### src/rtl/video_mode_sequencer.sv
`default_nettype none
// +-----------------------------------------------------------------------------+
// | Module   : video_mode_sequencer                                             |
// | Purpose  : Runtime controller for the sync/pattern video timing generator.  |
// |            Owns the timing configuration registers and the pixel-clock      |
// |            select, and sequences mode changes:                              |
// |            wait for frame boundary -> blank -> hold generator in reset ->   |
// |            load new mode -> release -> blank for a few frames -> ack.       |
// | Ports    : clk_in, resetb (async, active low)                               |
// |            mode_sel/mode_req  : host mode request                           |
// |            vs_in              : generator vsync (asynchronous)              |
// |            tg_resetb, blank   : generator reset / downstream RGB blank      |
// |            clk_sel, interlaced, cfg_h, cfg_v0, cfg_v1, hv_offset_1,         |
// |            ramp_step          : generator configuration                     |
// |            cur_mode, busy, mode_ack, mode_err : status                      |
// | Options  : VMS_SKIP_SAME_EN - a valid request for the mode already loaded   |
// |            is acknowledged immediately without re-sequencing.               |
// | Revision : 1.0 - initial release                                            |
// +-----------------------------------------------------------------------------+
module video_mode_sequencer #(
   parameter logic [2:0]  DEFAULT_MODE = 3'd2,
   parameter int unsigned HOLD_CYCLES  = 16,
   parameter int unsigned BLANK_FRAMES = 2,
   parameter logic [23:0] VS_TIMEOUT   = 24'd4000000
) (
   input  logic        clk_in,
   input  logic        resetb,
   input  logic [2:0]  mode_sel,
   input  logic        mode_req,
   input  logic        vs_in,
   output logic        tg_resetb,
   output logic        blank,
   output logic [1:0]  clk_sel,
   output logic        interlaced,
   output logic [47:0] cfg_h,
   output logic [47:0] cfg_v0,
   output logic [47:0] cfg_v1,
   output logic [11:0] hv_offset_1,
   output logic [19:0] ramp_step,
   output logic [2:0]  cur_mode,
   output logic        busy,
   output logic        mode_ack,
   output logic        mode_err
);

   typedef enum logic [2:0] {
      ST_IDLE    = 3'd0,
      ST_WAIT_VS = 3'd1,
      ST_HOLD    = 3'd2,
      ST_RELEASE = 3'd3,
      ST_DONE    = 3'd4
   } state_t;

   typedef struct packed {
      logic [47:0] h;
      logic [47:0] v0;
      logic [47:0] v1;
      logic [11:0] hvo;
      logic [19:0] step;
      logic [1:0]  clk;
      logic        il;
   } mode_cfg_t;

   // Mode table. Codes 6/7 never reach a load (rejected at request time);
   // they fall into the default arm so the ROM is fully specified.
   function automatic mode_cfg_t mode_rom(input logic [2:0] m);
      mode_cfg_t c;
      c      = '0;
      c.step = 20'h333;
      case (m)
         3'd0: begin
            c.h   = {12'd1716, 12'd110, 12'd220, 12'd40};
            c.v0  = {12'd262,  12'd5,   12'd20,  12'd5};
            c.clk = 2'd0;
         end
         3'd1: begin
            c.h   = {12'd858,  12'd16,  12'd60,  12'd62};
            c.v0  = {12'd525,  12'd9,   12'd30,  12'd6};
            c.clk = 2'd0;
         end
         3'd3: begin
            c.h   = {12'd1650, 12'd110, 12'd220, 12'd40};
            c.v0  = {12'd750,  12'd5,   12'd20,  12'd5};
            c.clk = 2'd2;
         end
         3'd4: begin
            c.h    = {12'd2200, 12'd88, 12'd148, 12'd44};
            c.v0   = {12'd562,  12'd2,  12'd15,  12'd5};
            c.v1   = {12'd563,  12'd2,  12'd16,  12'd5};
            c.hvo  = 12'd1100;
            c.il   = 1'b1;
            c.clk  = 2'd2;
            c.step = 20'h222;
         end
         3'd5: begin
            c.h    = {12'd2200, 12'd88, 12'd148, 12'd44};
            c.v0   = {12'd1125, 12'd4,  12'd36,  12'd5};
            c.clk  = 2'd3;
            c.step = 20'h222;
         end
         default: begin
            c.h   = {12'd1056, 12'd40,  12'd88,  12'd128};
            c.v0  = {12'd628,  12'd1,   12'd23,  12'd4};
            c.clk = 2'd1;
         end
      endcase
      return c;
   endfunction

   // ---------------------------------------------------------------------------
   // Registers
   // ---------------------------------------------------------------------------
   state_t      state_q,     state_d;
   logic [23:0] cnt_q,       cnt_d;
   logic [2:0]  tgt_mode_q,  tgt_mode_d;
   logic        pend_vld_q,  pend_vld_d;
   logic [2:0]  pend_mode_q, pend_mode_d;
   logic        err_q,       err_d;
   logic        skip_ack_q,  skip_ack_d;
   mode_cfg_t   cfg_q,       cfg_d;
   logic [2:0]  cur_mode_q,  cur_mode_d;
   logic        vs_meta_q,   vs_meta_d;
   logic        vs_sync_q,   vs_sync_d;
   logic        vs_prev_q,   vs_prev_d;

   logic        vs_rise;
   logic        load;
   logic        req_vld;
   logic [2:0]  req_code;

   // vsync crosses from the pixel domain: two sync flops plus one history
   // flop, so a rising input is acted on at the third clock edge.
   always_comb begin
      vs_meta_d = vs_in;
      vs_sync_d = vs_meta_q;
      vs_prev_d = vs_sync_q;
   end

   assign vs_rise = vs_sync_q & ~vs_prev_q;

   // ---------------------------------------------------------------------------
   // Next-state logic
   // ---------------------------------------------------------------------------
   always_comb begin
      state_d     = state_q;
      cnt_d       = cnt_q;
      tgt_mode_d  = tgt_mode_q;
      pend_vld_d  = pend_vld_q;
      pend_mode_d = pend_mode_q;
      err_d       = 1'b0;
      skip_ack_d  = 1'b0;
      load        = 1'b0;
      req_vld     = 1'b0;
      req_code    = mode_sel;

      // In IDLE a live strobe wins over a pending one (last request wins);
      // outside IDLE every strobe just overwrites the pending slot.
      if (state_q == ST_IDLE) begin
         pend_vld_d = 1'b0;
         if (mode_req) begin
            req_vld  = 1'b1;
            req_code = mode_sel;
         end else if (pend_vld_q) begin
            req_vld  = 1'b1;
            req_code = pend_mode_q;
         end
      end else if (mode_req) begin
         pend_vld_d  = 1'b1;
         pend_mode_d = mode_sel;
      end

      case (state_q)
         ST_IDLE: begin
            if (req_vld) begin
               if (req_code > 3'd5) begin
                  err_d = 1'b1;
               end else begin
`ifdef VMS_SKIP_SAME_EN
                  if (req_code == cur_mode_q) begin
                     skip_ack_d = 1'b1;
                  end else begin
                     tgt_mode_d = req_code;
                     cnt_d      = '0;
                     state_d    = ST_WAIT_VS;
                  end
`else
                  tgt_mode_d = req_code;
                  cnt_d      = '0;
                  state_d    = ST_WAIT_VS;
`endif
               end
            end
         end

         ST_WAIT_VS: begin
            // Timeout keeps a dead vsync from stalling the switch forever.
            if (vs_rise || (cnt_q == VS_TIMEOUT - 24'd1)) begin
               cnt_d   = '0;
               state_d = ST_HOLD;
            end else begin
               cnt_d = cnt_q + 24'd1;
            end
         end

         ST_HOLD: begin
            // Generator is already in reset during the entry cycle; the new
            // configuration lands on the following edge.
            load = (cnt_q == '0);
            if (cnt_q == 24'(HOLD_CYCLES - 1)) begin
               cnt_d   = '0;
               state_d = ST_RELEASE;
            end else begin
               cnt_d = cnt_q + 24'd1;
            end
         end

         ST_RELEASE: begin
            if (vs_rise) begin
               if (cnt_q == 24'(BLANK_FRAMES - 1)) begin
                  cnt_d   = '0;
                  state_d = ST_DONE;
               end else begin
                  cnt_d = cnt_q + 24'd1;
               end
            end
         end

         ST_DONE: begin
            state_d = ST_IDLE;
         end

         default: begin
            state_d = ST_IDLE;
         end
      endcase

      cfg_d      = load ? mode_rom(tgt_mode_q) : cfg_q;
      cur_mode_d = load ? tgt_mode_q : cur_mode_q;
   end

   // ---------------------------------------------------------------------------
   // State registers. Reset lands in HOLD so the power-up release follows the
   // same path as any other mode change.
   // ---------------------------------------------------------------------------
   always_ff @(posedge clk_in or negedge resetb) begin
      if (!resetb) begin
         state_q     <= ST_HOLD;
         cnt_q       <= '0;
         tgt_mode_q  <= DEFAULT_MODE;
         pend_vld_q  <= 1'b0;
         pend_mode_q <= '0;
         err_q       <= 1'b0;
         skip_ack_q  <= 1'b0;
         cfg_q       <= mode_rom(DEFAULT_MODE);
         cur_mode_q  <= DEFAULT_MODE;
         vs_meta_q   <= 1'b0;
         vs_sync_q   <= 1'b0;
         vs_prev_q   <= 1'b0;
      end else begin
         state_q     <= state_d;
         cnt_q       <= cnt_d;
         tgt_mode_q  <= tgt_mode_d;
         pend_vld_q  <= pend_vld_d;
         pend_mode_q <= pend_mode_d;
         err_q       <= err_d;
         skip_ack_q  <= skip_ack_d;
         cfg_q       <= cfg_d;
         cur_mode_q  <= cur_mode_d;
         vs_meta_q   <= vs_meta_d;
         vs_sync_q   <= vs_sync_d;
         vs_prev_q   <= vs_prev_d;
      end
   end

   // ---------------------------------------------------------------------------
   // Outputs (decoded from registered state only)
   // ---------------------------------------------------------------------------
   assign tg_resetb   = (state_q != ST_HOLD);
   assign blank       = (state_q == ST_WAIT_VS) || (state_q == ST_HOLD) ||
                        (state_q == ST_RELEASE);
   assign busy        = (state_q != ST_IDLE);
   assign mode_ack    = (state_q == ST_DONE) || skip_ack_q;
   assign mode_err    = err_q;

   assign cfg_h       = cfg_q.h;
   assign cfg_v0      = cfg_q.v0;
   assign cfg_v1      = cfg_q.v1;
   assign hv_offset_1 = cfg_q.hvo;
   assign ramp_step   = cfg_q.step;
   assign clk_sel     = cfg_q.clk;
   assign interlaced  = cfg_q.il;
   assign cur_mode    = cur_mode_q;

endmodule
`default_nettype wire
### config.mk
export PLATFORM = sky130hd
export DESIGN_NAME = video_mode_sequencer
export DESIGN_NICKNAME = d
export VERILOG_FILES = /design/src/rtl/video_mode_sequencer.sv
export SDC_FILE = /design/constraint.sdc
export NUM_CORES = 1
export LEC_CHECK = 0
export BUFFER_PORTS_ARGS = -buffer_cell sky130_fd_sc_hd__buf_2
export CAP_MARGIN = 20
export CORE_ASPECT_RATIO = 0.9
export CORE_MARGIN = 5
export CORE_UTILIZATION = 40
export DETAILED_ROUTE_END_ITERATION = 10
export GPL_TIMING_DRIVEN = 0
export HOLD_SLACK_MARGIN = 0.02
export PLACE_DENSITY = 0.69
export SYNTH_ARGS = -nofsm -noshare
export SYNTH_HDL_FRONTEND = slang
export SYNTH_SLANG_ARGS = --single-unit
### constraint.sdc
create_clock -name clk_in -period 3.9 [get_ports clk_in]
set_input_delay 0.585 -clock clk_in [delete_from_list [all_inputs] [get_ports clk_in]]
set_output_delay 0.585 -clock clk_in [all_outputs]
set_load 0.02 [all_outputs]
After elaboration in Yosys (flattened, before gate mapping)
Index checks and enable logic that the tools add are counted.

operators by class
  $add $sub $neg = 1
  order comparisons = 1
  equal/unequal tests = 18
  multiplexer cells = 31
  bitwise operators = 4
  reductions and logical operators = 16

operators by type and width
  cell                   number
  $pmux 96 s5            1
  $mux 24                6
  $pmux 24 s4            1
  $mux 58                1
  $mux 3                 9
  $add 24x1->24 const B  1
  $eq 24x1->1 const B    1
  $eq 24x22->1 const B   1
  $eq 24x4->1 const B    1
  $logic_not 24->1       1
  $ne 2x2->1 const B     6
  $pmux 3 s4             1
  $mux 1                 10
  $eq 3x2->1 const B     3
  $eq 3x3->1 const B     3
  $mux 9                 1
  $eq 3x1->1 const B     2
  $logic_not 3->1        2
  $pmux 2 s3             1
  $reduce_and 6->1       1
  $reduce_or 2->1        3
  $reduce_and 4->1       1
  $reduce_bool 4->1      1
  $gt 3x3->1 const B     1
  8 further kinds        12

word-level totals
  flip-flop bits (word level) = 220
  input bits = 7
  output and inout port bits = 187

Logic depth before layout (Yosys ltp)
  depth in word-level cells = 7
  mapped depth = 10
  depth with buffers taken out = 8

Worst setup path after synthesis
OpenSTA, ideal clock, no wires.

  path type = register -> register
  start = reg state_q[2]
  end = reg cnt_q[23]
  data arrival time = 2.244 ns
  path slack = 1.530 ns
  stages on the path, launching flop included = 8
  path buffers = 1
  period minus slack after synthesis = 2.370 ns
  cell sequence = dfrtp_1 -> or3_1 -> buf_2 -> or3_4 -> a311oi_2 -> a21oi_2 -> and3_1 -> a221o_1

on the way
  word-level cells in the longest chain between the ends = 5

ends and longest elaborated chain
  what                               line      RTL
  start, declared                    113       state_t state_q, state_d;
  start signal, assigned             260       state_q <= state_d;
  $logic_not 3->1                    158, 172
  $mux 3                             158       if (state_q == ST_IDLE) begin
  $gt 3x3->1                         175       if (req_code > 3'd5) begin
  $ne 2x2->1 (no source line)        n/a
  $reduce_and 4->1 (no source line)  n/a
  end signal, assigned               261       cnt_q <= cnt_d;
  end, declared                      114       logic [23:0] cnt_q, cnt_d;

Parallel ways exist; a longest one is shown, timed or not.
A chain may end at the register's enable or synchronous reset.

Worst setup path after layout
  start = reg cnt_q[9]
  end = reg cnt_q[20]

on the way
  word-level cells in the longest chain between the ends = 4

ends and longest elaborated chain
  what                                                line           RTL
  $add 24x1->24 (tied with other cells)               201, 213, 223
  $mux 24 / $logic_or 1x1->1 (equally long branches)  219, 197
  $mux 24 (on tied branches)                          218, 197
  $pmux 24 s4 (*)                                     172            case (state_q)

Mark *: on every way between the ends. The rest lies on a longest branch, timed or not. The select of a mux whose other input is x is not followed.

==> flow_summary.yaml <==
status:
  status: "finished, final reports clean"
timing:
  setup_tns_ns: 0
  finalCritPeriodShare_pct: 72.13
  fin_worst_skew_ns: 0.007346
  unrepaired_setup_endpoints_after_global_routing: "false"
  finalMaxSlewViolations: 0
  fmaxAchievable_ghz: 0.3555
  final_min_period_ns: 2.813
  setup_viol: 0
  slew_headroom_pct: 39.64
  timing_worst_slew_pin_value_ns: 0.9054
  finalHoldViolCount: 0
detailed_routing:
  drt_iter0_drc: 173
  route.detailed.vias_per_inst: 4.323
  finalWirelength_um: 10660
  total_drc_errors_in_the_routed_layout: 0
  via_count: 3800
  drt-wirelength-per-cell_um: 12.13
  detailedRoute.firstPassIterationCount: 4
  antenna_violating_nets_post_route: 0
die:
  floorplan_core_area_um2: 11340
  initial_core_util_pct: 40.65
  num_io_pins: 194
  fp.dieW_um: 123.2
  chipHeight_um: 111.9
  floorplan.rows: 37
  die_footprint_um2: 13780
clocking:
  clock_insertion_delay_worst_skew_ns: 0.34
  clockBufferDepth: 2
  tritoncts_clock_tree: "built"
  clock_sinks: 72
  post_cts_buffers: 0
  path_clk_slew_ns: 0.06
  cts_repair_resize_count: 0
  htreeDepth: 3
  clock_tree.root_cell: "clkbuf_16"
  post_cts_hold_buffer_count: 0
  numCtsBuffers: 9
critical_path:
  crit_start_category: "register"
  r2r-start: "cnt_q[9]$_DFFE_PN0P_"
  cp_common_cell: "buf_2"
  cp.required_ns: 4.11
  critical_path_class: "reg -> reg"
  crit_path_end_kind: "register"
  crit_path_top_delay_cell: "o31ai_2"
  crit_chain: "nor4_1 > nand3_1 > o31ai_2 > and2_1 > buf_2 > or2_1 > buf_2 > o211ai_1"
  crit-reg2reg-capture: "cnt_q[20]$_DFFE_PN0P_"
  r2r_setup_slack_ns: 1.09
  timing.critical_path.fanout_max: 10
  critical_path_buf_inv_count: 2
  max_stage_delay_ns: 0.67
  cpLargestDelayFamily: "simple AND/OR/NAND/NOR gates"
  timing.critical_path.arrival_ns: 3.03
  reg2regPathDepth: 8
global_routing:
  gr-usage-all-layers_pct: 15.37
  globalRouteOverflowTotal: 0
  antenna_found_initial: 0
  grt_start_max_net_pins: 73
  grt_first_pass_wirelength_um: 17170
  grt_pass1_vias: 3676
layout:
  layout-drive-gt1-share_pct: 39.42
  syn_to_final_growth_pct: 28.30
  filler_cell_count: 1085
  n_antenna_cell: 0
  final_net_count: 728
  final_util_pct: 52.16
yosys:
  syn-instance-count: 516
  synthesis.area_um2: 4611
  yosys-top-cells-area: "dfrtp_1, buf_4, dfstp_2, nand2_1, nor2_1"
  avg_inst_size_synth_um2: 8.935
  yosys.cell_count.top_type: "buf_4"
  synth-main-ff-cell: "dfrtp_1"
  synth_edf_count: 0
  share_of_yosys_cell_area_claimed_by_the_top_area_cell_type_pct: 30.94
  yosysWarningCount: 0
  synth-async-reset-ratio_pct: 100.0
  ys_seq_elements: 72
  synth_commonest_cells: "buf_4, dfrtp_1, nand2_1, nor2_1"
  ys_seq_area_share_pct: 39.48
  yosys_cell_types: 49
  synth.largest_area_cell: "dfrtp_1"
hold_path:
  whs_path_depth: 1
  holdCritStartpoint: "vs_in"
  worst_hold_path.endpoint: "vs_meta_q$_DFF_PN0_"
  holdCritPathClass: "in -> reg"
run:
  max-cap-violations: 0
pwr:
  power.ir.vdd_worst_uv: 209.1
  post-layout-total-power_w: 0.003036
  leakagePower_nw: 3.304
  power_density_nw_per_um2: 513.3
placed_design:
  io_buffer_count: 83
  detailedPlacementHpwl_um: 8225
  finalWeightedCongestion: 0.8322
==> worst register-to-register path, cell delays in order, from the launching register on <==
cell and delay [ns]:
dfrtp_1 0.42, nor4_1 0.37, nand3_1 0.30, o31ai_2 0.68
and2_1 0.21, buf_2 0.19, or2_1 0.14, buf_2 0.25
o211ai_1 0.13
==> cell type report <==
cell class	count	area (um2)	area share [%]
timing repair buffer	83	417.9	7.064
tap	156	195.2	3.299
clock buffer	9	225.2	3.807
buffer	169	1205	20.37
multi-input combinational	377	1968	33.27
clock inverter	7	61.31	1.036
inverter	6	22.52	0.3807
sequential	72	1821	30.77
==> per-layer routing <==
layer	GRT usage (%)	share of wire, %	up-vias	wire length [um]
met5	0	0	-	0
met1	20.23	43	1740	4581
met4	5.978	1.1	0	121
met3	4.672	8.4	10	893
met2	23.59	48	151	5065
li1	-	-	1899	-
==> sequential cells by signal, summed over array words and instances (netlist names) <==
name,flops
cnt_q,24
cfg_h,14
cfg_v0,13
cur_mode,3
pend_mode_q,3
state_q,3
tgt_mode_q,3
clk_sel,2
hv_offset_1,1
mode_err,1
pend_vld_q,1
ramp_step,1
vs_meta_q,1
vs_prev_d,1
vs_prev_q,1
==> how the worst max path moves through the flow <==
stage / from / end / slack (ns) / cells past startpoint
after floorplan: state_q[2]$_DFFE_PN0P_ / cnt_q[23]$_DFFE_PN0P_ / 1.53 / 7
after global placement: cnt_q[0]$_DFFE_PN0P_ / cnt_q[20]$_DFFE_PN0P_ / 1.09 / 9
after detailed placement: cnt_q[15]$_DFFE_PN0P_ / cnt_q[20]$_DFFE_PN0P_ / 1.07 / 8
after CTS: cnt_q[0]$_DFFE_PN0P_ / cnt_q[20]$_DFFE_PN0P_ / 1.09 / 9
after global routing: cnt_q[9]$_DFFE_PN0P_ / cnt_q[13]$_DFFE_PN0P_ / 0.87 / 8
final: cnt_q[9]$_DFFE_PN0P_ / cnt_q[20]$_DFFE_PN0P_ / 1.09 / 8
==> through the flow <==
stage,hold WS (ns),worst slack (ns),cell area (um2),cells
detailed placement,0.3517,1.069,5629,863
global placement,0.3374,1.087,5627,863
finish,0.3511,1.087,5916,879
CTS,0.3415,1.094,5916,879
global route,0.3394,0.8676,5916,879
floorplan,0.2894,1.530,5016,624
==> cells by family (layout without fill, tap and decap cells) <==
| group | count (synthesis) | in the layout | share of synthesized area (%) |
|---|---|---|---|
| flip-flops | 72 | 72 | 39.48 |
| AO/OA/AOI/OAI | 90 | 90 | 13.60 |
| XOR/XNOR | 5 | 5 | 0.9500 |
| buffers and inverters | 175 | 274 | 26.62 |
| adder cells (fa/ha/maj) | 3 | 3 | 0.8142 |
| AND/OR/NAND/NOR | 161 | 161 | 16.55 |
| other | 2 | 110 | 0.1629 |
| multiplexers | 8 | 8 | 1.818 |
==> placed cells by master (no fill, tap or decap), types with 6 or more instances in the layout <==
cell       synthesis  routed
a21o_1            12      12
a21oi_1           19      19
a22o_1             6       6
and3_1             6       6
buf_2              9      91
buf_4            149     150
clkbuf_1          10      10
clkbuf_16          0       9
conb_1             2     110
dfrtp_1           57      57
dfstp_2           15      15
inv_1              6       6
nand2_1           51      51
nand3_1           20      20
nor2_1            39      39
nor3_1             8       8
nor4_1             7       7
o21ai_0           20      20
o31ai_1            6       6
==> power breakdown <==
| group | switching [W] | leakage (nW) | internal (W) |
|---|---|---|---|
| sequential | 0.000119 | 0.888 | 0.000910 |
| clock | 0.000352 | 0.135 | 0.000444 |
| combinational | 0.000746 | 2.28 | 0.000466 |
(Power assumes the default switching activity.)
